File: config.mk
export PLATFORM = sky130hd
export DESIGN_NAME = fifo_reader_flat
export DESIGN_NICKNAME = d
export VERILOG_FILES = /design/src/rtl/fifo_pkg.sv /design/src/rtl/fifo_reader_if.sv /design/src/rtl/fifo_reader_buf.sv /design/src/rtl/fifo_reader.sv /design/src/flat_wrapper.sv
export SDC_FILE = /design/constraint.sdc
export NUM_CORES = 1
export LEC_CHECK = 0
export CORE_MARGIN = 2
export CORE_UTILIZATION = 44
export DETAILED_ROUTE_END_ITERATION = 8
export GPL_TIMING_DRIVEN = 1
export PLACE_DENSITY = 0.79
export SLEW_MARGIN = 20
export SYNTH_ARGS = -nofsm -noshare
export SYNTH_HDL_FRONTEND = slang
export SYNTH_SLANG_ARGS = --single-unit
File: constraint.sdc
create_clock -name clk -period 1.7 [get_ports clk]
set_input_delay 0.425 -clock clk [delete_from_list [all_inputs] [get_ports clk]]
set_output_delay 0.425 -clock clk [all_outputs]
set_load 0.005 [all_outputs]
File: src/rtl/fifo_pkg.sv
// Shared definitions for the single-port-SRAM FIFO and its read-side controller.
package fifo_pkg;

    localparam int FIFO_RD_LATENCY = 1;
    localparam int FIFO_WIDTH      = 8;

    typedef enum logic [1:0] {
        IDLE = 2'd0,
        RUN  = 2'd1,
        STOP = 2'd2
    } state_t;

endpackage

File: src/rtl/fifo_reader_if.sv
// FIFO read port plus downstream valid/ready stream, as seen by the reader (master)
// and by the FIFO/consumer environment (slave).
interface fifo_reader_if
    import fifo_pkg::*;
#(
    parameter int WIDTH = FIFO_WIDTH
);
    logic             fifo_empty;
    logic             fifo_we_n;
    logic             fifo_oe_n;
    logic [WIDTH-1:0] fifo_dout;
    logic [WIDTH-1:0] m_data;
    logic             m_valid;
    logic             m_ready;

    modport master (
        input  fifo_empty, fifo_we_n, fifo_dout, m_ready,
        output fifo_oe_n, m_data, m_valid
    );

    modport slave (
        output fifo_empty, fifo_we_n, fifo_dout, m_ready,
        input  fifo_oe_n, m_data, m_valid
    );
endinterface

File: src/rtl/fifo_reader_buf.sv
// Small in-order flop FIFO; head word is presented from a register, never fall-through.
module fifo_reader_buf #(
    parameter  int WIDTH = 8,
    parameter  int DEPTH = 2,
    localparam int AW    = (DEPTH > 1) ? $clog2(DEPTH) : 1,
    localparam int CW    = $clog2(DEPTH + 1)
) (
    input  logic             clk,
    input  logic             rst_n,
    input  logic             i_push,
    input  logic [WIDTH-1:0] i_data,
    input  logic             i_pop,
    output logic [WIDTH-1:0] o_data,
    output logic             o_full,
    output logic             o_empty,
    output logic [CW-1:0]    o_count
);
    logic [WIDTH-1:0] r_mem [DEPTH];
    logic [AW-1:0]    r_wr_ptr;
    logic [AW-1:0]    r_rd_ptr;
    logic [CW-1:0]    r_count;
    logic             w_pop;

    assign w_pop   = i_pop && !o_empty;
    assign o_empty = (r_count == '0);
    assign o_full  = (r_count == CW'(DEPTH));
    assign o_count = r_count;
    assign o_data  = r_mem[r_rd_ptr];

    always_ff @(posedge clk) begin
        if (i_push) begin
            r_mem[r_wr_ptr] <= i_data;
        end
    end

    // DEPTH need not be a power of two, so pointers wrap explicitly.
    always_ff @(posedge clk) begin
        if (!rst_n) begin
            r_wr_ptr <= '0;
            r_rd_ptr <= '0;
            r_count  <= '0;
        end else begin
            if (i_push) begin
                r_wr_ptr <= (r_wr_ptr == AW'(DEPTH - 1)) ? '0 : r_wr_ptr + 1'b1;
            end
            if (w_pop) begin
                r_rd_ptr <= (r_rd_ptr == AW'(DEPTH - 1)) ? '0 : r_rd_ptr + 1'b1;
            end
            case ({i_push, w_pop})
                2'b10:   r_count <= r_count + 1'b1;
                2'b01:   r_count <= r_count - 1'b1;
                default: r_count <= r_count;
            endcase
        end
    end

    a_no_overflow: assert property (@(posedge clk) disable iff (!rst_n) !(i_push && o_full));

endmodule

File: src/rtl/fifo_reader.sv
// Read-side controller: strobes the SRAM FIFO under a credit limit, tracks reads in flight,
// and hands captured words downstream through a small valid/ready buffer.
module fifo_reader
    import fifo_pkg::*;
#(
    parameter int WIDTH      = FIFO_WIDTH,
    parameter int RD_LATENCY = FIFO_RD_LATENCY,
    parameter int CNT_WIDTH  = 16
) (
    input  logic                 clk,
    input  logic                 rst_n,
    input  logic                 enable,
    fifo_reader_if.master        bus,
    output logic                 busy,
    output logic [CNT_WIDTH-1:0] rd_count
);
    localparam int BUF_DEPTH = RD_LATENCY + 1;
    localparam int CW        = $clog2(BUF_DEPTH + 1);

    if (RD_LATENCY < 1 || RD_LATENCY > 2) begin : g_bad_latency
        $error("fifo_reader: RD_LATENCY must be 1 or 2");
    end

    state_t                r_state;
    state_t                w_state_next;
    logic [RD_LATENCY-1:0] r_inflight;
    logic [CNT_WIDTH-1:0]  r_rd_count;
    logic [CW-1:0]         w_inflight_cnt;
    logic [CW-1:0]         w_buf_count;
    logic [CW:0]           w_committed;
    logic [CW:0]           w_limit;
    logic                  w_rd;
    logic                  w_push;
    logic                  w_pop;
    logic                  w_buf_full;
    logic                  w_buf_empty;

    always_comb begin
        w_inflight_cnt = '0;
        for (int i = 0; i < RD_LATENCY; i++) begin
            w_inflight_cnt = w_inflight_cnt + CW'(r_inflight[i]);
        end
    end

    // A word popped this cycle frees its slot at the same edge, which keeps one read per cycle.
    assign w_committed = {1'b0, w_buf_count} + {1'b0, w_inflight_cnt};
    assign w_limit     = (CW + 1)'(BUF_DEPTH) + {{CW{1'b0}}, w_pop};

    assign w_rd = rst_n && (r_state == RUN) && enable && !bus.fifo_empty
               && bus.fifo_we_n && (w_committed < w_limit);

    assign bus.fifo_oe_n = !w_rd;
    assign w_push        = r_inflight[RD_LATENCY-1];
    assign w_pop         = !w_buf_empty && bus.m_ready;
    assign bus.m_valid   = !w_buf_empty;
    assign busy          = (r_state != IDLE);
    assign rd_count      = r_rd_count;

    always_ff @(posedge clk) begin
        if (!rst_n) begin
            r_state    <= IDLE;
            r_inflight <= '0;
            r_rd_count <= '0;
        end else begin
            r_state       <= w_state_next;
            r_inflight[0] <= w_rd;
            for (int i = 1; i < RD_LATENCY; i++) begin
                r_inflight[i] <= r_inflight[i-1];
            end
            if (w_pop) begin
                r_rd_count <= r_rd_count + 1'b1;
            end
        end
    end

    always_comb begin
        w_state_next = r_state;
        unique case (r_state)
            IDLE:    if (enable) w_state_next = RUN;
            RUN:     if (!enable) w_state_next = STOP;
            STOP: begin
                if (enable) begin
                    w_state_next = RUN;
                end else if (w_inflight_cnt == '0 && w_buf_empty) begin
                    w_state_next = IDLE;
                end
            end
            default: w_state_next = IDLE;
        endcase
    end

    fifo_reader_buf #(
        .WIDTH (WIDTH),
        .DEPTH (BUF_DEPTH)
    ) u_buf (
        .clk     (clk),
        .rst_n   (rst_n),
        .i_push  (w_push),
        .i_data  (bus.fifo_dout),
        .i_pop   (w_pop),
        .o_data  (bus.m_data),
        .o_full  (w_buf_full),
        .o_empty (w_buf_empty),
        .o_count (w_buf_count)
    );

    // Credits cap buffered plus in-flight words at BUF_DEPTH, so a full buffer has nothing in flight.
    a_full_no_inflight: assert property (@(posedge clk) disable iff (!rst_n)
                                         w_buf_full |-> (w_inflight_cnt == '0));

endmodule

File: src/flat_wrapper.sv
// flat-port wrapper written by rule: the top's interface ports become plain ports
module fifo_reader_flat import fifo_pkg::*;
#(
    parameter int WIDTH      = FIFO_WIDTH,
    parameter int RD_LATENCY = FIFO_RD_LATENCY,
    parameter int CNT_WIDTH  = 16
)
  (clk, rst_n, enable, busy, rd_count, bus_fifo_empty, bus_fifo_we_n, bus_fifo_dout, bus_m_ready, bus_fifo_oe_n, bus_m_data, bus_m_valid);
  fifo_reader_if #(.WIDTH(WIDTH)) bus_i ();
  input  logic clk;
  input  logic rst_n;
  input  logic enable;
  output logic busy;
  output logic [CNT_WIDTH-1:0] rd_count;
  input wire logic [$bits(bus_i.fifo_empty)-1:0] bus_fifo_empty;
  input wire logic [$bits(bus_i.fifo_we_n)-1:0] bus_fifo_we_n;
  input wire logic [$bits(bus_i.fifo_dout)-1:0] bus_fifo_dout;
  input wire logic [$bits(bus_i.m_ready)-1:0] bus_m_ready;
  output wire logic [$bits(bus_i.fifo_oe_n)-1:0] bus_fifo_oe_n;
  output wire logic [$bits(bus_i.m_data)-1:0] bus_m_data;
  output wire logic [$bits(bus_i.m_valid)-1:0] bus_m_valid;
  assign bus_i.fifo_empty = bus_fifo_empty;
  assign bus_i.fifo_we_n = bus_fifo_we_n;
  assign bus_i.fifo_dout = bus_fifo_dout;
  assign bus_i.m_ready = bus_m_ready;
  assign bus_fifo_oe_n = bus_i.fifo_oe_n;
  assign bus_m_data = bus_i.m_data;
  assign bus_m_valid = bus_i.m_valid;
  fifo_reader #(.WIDTH(WIDTH), .RD_LATENCY(RD_LATENCY), .CNT_WIDTH(CNT_WIDTH)) u_core (.clk(clk), .rst_n(rst_n), .enable(enable), .bus(bus_i), .busy(busy), .rd_count(rd_count));
endmodule
==> metrics.yaml <==
status: "finished with violations"
violations: "negative setup slack"
seqPwrFrac_pct: 52.4
synthTopCellsByArea: "dfxtp_1 (28%), edfxtp_1 (28%), and2_1 (5.9%)"
tightest_slew_ps: 358.7
wire_per_inst_um: 15.48
min_path_cells: 3
cts_buffers: 5
setup_viol: 2
max_cap_violations: 0
fmax_mhz: 530.1
rsz0062_at_grt: "true"
clk_latency_ps: 290
cp_max_fo: 2
hp-start: "rst_n"
die_y_um: 66.35
die_x_um: 66.35
ir_drop_mv: 0.6935
area_delta_synth_final_pct: 51.21
die_area_mm2: 0.004402
arrival_ps: 2110
syn-cell-area_mm2: 0.001710
synthDistinctLibCells: 29
power_w: 0.001920
synth_compound_area_share_pct: 5.999
rows: 22
layout.cells.most_common_list: "clkdlybuf4s50_1 (27), and2_1 (16), edfxtp_1 (16)"
detail-route-antenna-nets: 0
seq_area_frac_synth_pct: 56.18
cts.clk_slew.worst_paths_ps: 80
track_usage_pct: 19.91
io_pins: 41
switching_power_w: 0.0004016
drive_above_1_share_pct: 35.55
h-tree-depth: 2
drtIter0Drc: 36
diodes: 0
synth_fp_nets: 165
p_per_area_mw_per_mm2: 742.5
placed_cell_area_mm2: 0.002281
r2r_cells: 9
place.gp.congestion: 0.7783
cts_tree: "done"
required_ps: 1920
cp-end-kind: "register"
wl_mm: 4.010
synth.top_cell.area_share_pct: 28.09
cts-root-buf: "clkbuf_8"
cts.path.max_buffers: 2
ys_seq_elements: 40
fin_crit_ps: 1886
hold_viol: 0
firstDrtPassIters: 5
initial_core_util_pct: 46.37
holdWs_ps: 453.4
timing.final.crit_share_pct: 111.0
reg2reg_to: "u_core.u_buf.o_count[1]$_SDFFE_PN0P_"
final_area_mm2: 0.002586
reg2reg_slack_ps: -190
avgSynthCellArea_um2: 11.64
p_leak_nw: 1.033
netlist_instances: 147
grt-ovfl-total: 0
final_common_cell: "clkdlybuf4s50_1"
hpwlAfterDp_mm: 2.514
vias: 1322
nets: 228
portBuffers: 40
drcViolationCount: 0
synth.area.mux_share_pct: 6.437
holdPathEnd: "u_core.r_state[0]$_SDFFE_PN0P_"
grt_max_degree: 25
p_int_w: 0.001519
grt_pass1_vias: 1419
yosys.area.top_type: "dfxtp_1"
switching_share_pct: 20.91
antenna_found_initial: 0
yosysWarnings: 0
clkSinkCount: 40
pwr-share-clk_pct: 41.1
synth_top_family_by_area: "simple AND/OR/NAND/NOR gates"
start_kind: "register"
criticalPathCategory: "register to register"
synth_xor_area_share_pct: 7.169
hold_path.class: "primary input to register"
synthAdderAreaFrac_pct: 2.926
power.share.combinational_pct: 6.5
maxSlewViolCount: 0
viasPerCell: 5.104
core_area_mm2: 0.003689
reg2reg_from: "u_core.u_buf.o_count[0]$_SDFFE_PN0P_"
slew_headroom_pct: 76.09
synthSimpleGateAreaFrac_pct: 19.75
finalWorstSetupSlack_ps: -186.5
skew_ps: 6.988
grt_first_pass_wirelength_mm: 6.430
[layout make-up]
cell class	count	area, um2
multi-input cells	100	863.3
fillers	283	1102
inverters	4	17.52
clock inverters	3	46.29
clock buffers	5	68.82
flip-flops and latches	40	980.9
well taps	48	60.06
repair buffers	59	549.3
[sequential cells by signal, summed over array words and instances, names as in the netlist, named ones only]
| signal | cells |
|---|---|
| u_core.r_inflight | 1 |
| u_core.r_state | 2 |
| u_core.rd_count | 16 |
| u_core.u_buf.o_count | 2 |
| u_core.u_buf.r_mem | 16 |
| u_core.u_buf.r_rd_ptr | 1 |
| u_core.u_buf.r_wr_ptr | 1 |
[how the worst max path moves through the flow]
stage | slack [ps] | cells after the start | startpoint | endpoint
6_report | -190 | 9 | u_core.u_buf.o_count[0]$_SDFFE_PN0P_ | u_core.u_buf.o_count[1]$_SDFFE_PN0P_
3_3_place_gp | -540 | 5 | rst_n | bus_fifo_oe_n
2_1_floorplan | 1 | 6 | u_core.u_buf.o_count[1]$_SDFFE_PN0P_ | u_core.u_buf.o_count[1]$_SDFFE_PN0P_
3_5_place_dp | -590 | 5 | rst_n | bus_fifo_oe_n
5_1_grt | -250 | 6 | u_core.u_buf.o_count[0]$_SDFFE_PN0P_ | bus_fifo_oe_n
4_1_cts | -280 | 6 | u_core.u_buf.o_count[0]$_SDFFE_PN0P_ | bus_fifo_oe_n
[what timing repair did]
action | in CTS | in global routing
setup buffers | 6 | 4
setup endpoints to repair | 18 | 22
hold buffers | 0 | 0
gates resized for setup | 74 | 23
pin swaps | 6 | 7
cloned | 0 | 0
[cells by family (layout without fill, tap and decap cells)]
family / count (synthesis) / after routing
and+or+nand+nor: 58 / 58
DFF: 40 / 40
AOI/OAI and AO/OA: 14 / 14
xor gates and xnor gates: 14 / 14
muxes: 10 / 10
buffers and inverters: 7 / 71
adders and majority gates: 4 / 4
[worst max-delay path, stage by stage, from the launching register on]
cell,delay [ps]
dfxtp_4,370
buf_6,120
or2_4,260
nand2_4,70
buf_6,100
inv_4,30
ha_4,160
xnor2_4,140
or3_4,390
a21boi_2,180
[routing by layer]
metal | vias to the layer above | track usage (%) | share of wire, %
li1 | 643 | - | -
met5 | - | 0 | 0
met2 | 38 | 34.63 | 51
met4 | 0 | 6.888 | 1.7
met3 | 9 | 5.963 | 6.1
met1 | 632 | 23.13 | 41
[synth_stat cells (all sizes together)]
| library cell | number |
|---|---|
| mux2i | 2 |
| nor2 | 1 |
| dfxtp | 24 |
| o211ai | 1 |
| nand4 | 3 |
| o2111ai | 1 |
| nor2b | 2 |
| a21boi | 4 |
| ha | 4 |
| edfxtp | 16 |
| clkbuf | 3 |
| and3 | 1 |
| nand2b | 5 |
| or2 | 2 |
| xnor2 | 5 |
| o21a | 1 |
| xor2 | 9 |
| nand3 | 5 |
| o21ai | 5 |
| mux2 | 8 |
| nand2 | 11 |
| nor4 | 6 |
| and2 | 16 |
| a21oi | 2 |
| or3 | 3 |
| nor3 | 3 |
| inv | 4 |
[power by group through the flow]
| stage | combinational (W) | clock, W | sequential [W] |
|---|---|---|---|
| after floorplan | 0.0000313 | 0 | 0.00103 |
| after global placement | 0.000100 | 0 | 0.00103 |
| after detailed placement | 0.000104 | 0 | 0.00103 |
| after CTS | 0.000124 | 0.000799 | 0.00101 |
| after global routing | 0.000136 | 0.000846 | 0.00101 |
| final | 0.000126 | 0.000789 | 0.00101 |
[metrics by stage]
step | setup slack [ps] | utilization (%) | instances | setup TNS [ps]
global placement | -538.1 | 61.84 | 246 | -3731
detailed placement | -593.6 | 61.84 | 246 | -4490
global route | -254.8 | 70.12 | 259 | -507.6
CTS | -284.7 | 69.47 | 260 | -960.1
floorplan | 1.245 | - | 147 | 0
finish | -186.5 | 70.12 | 259 | -363.0
No activity file was read; power rests on OpenSTA's default activity.
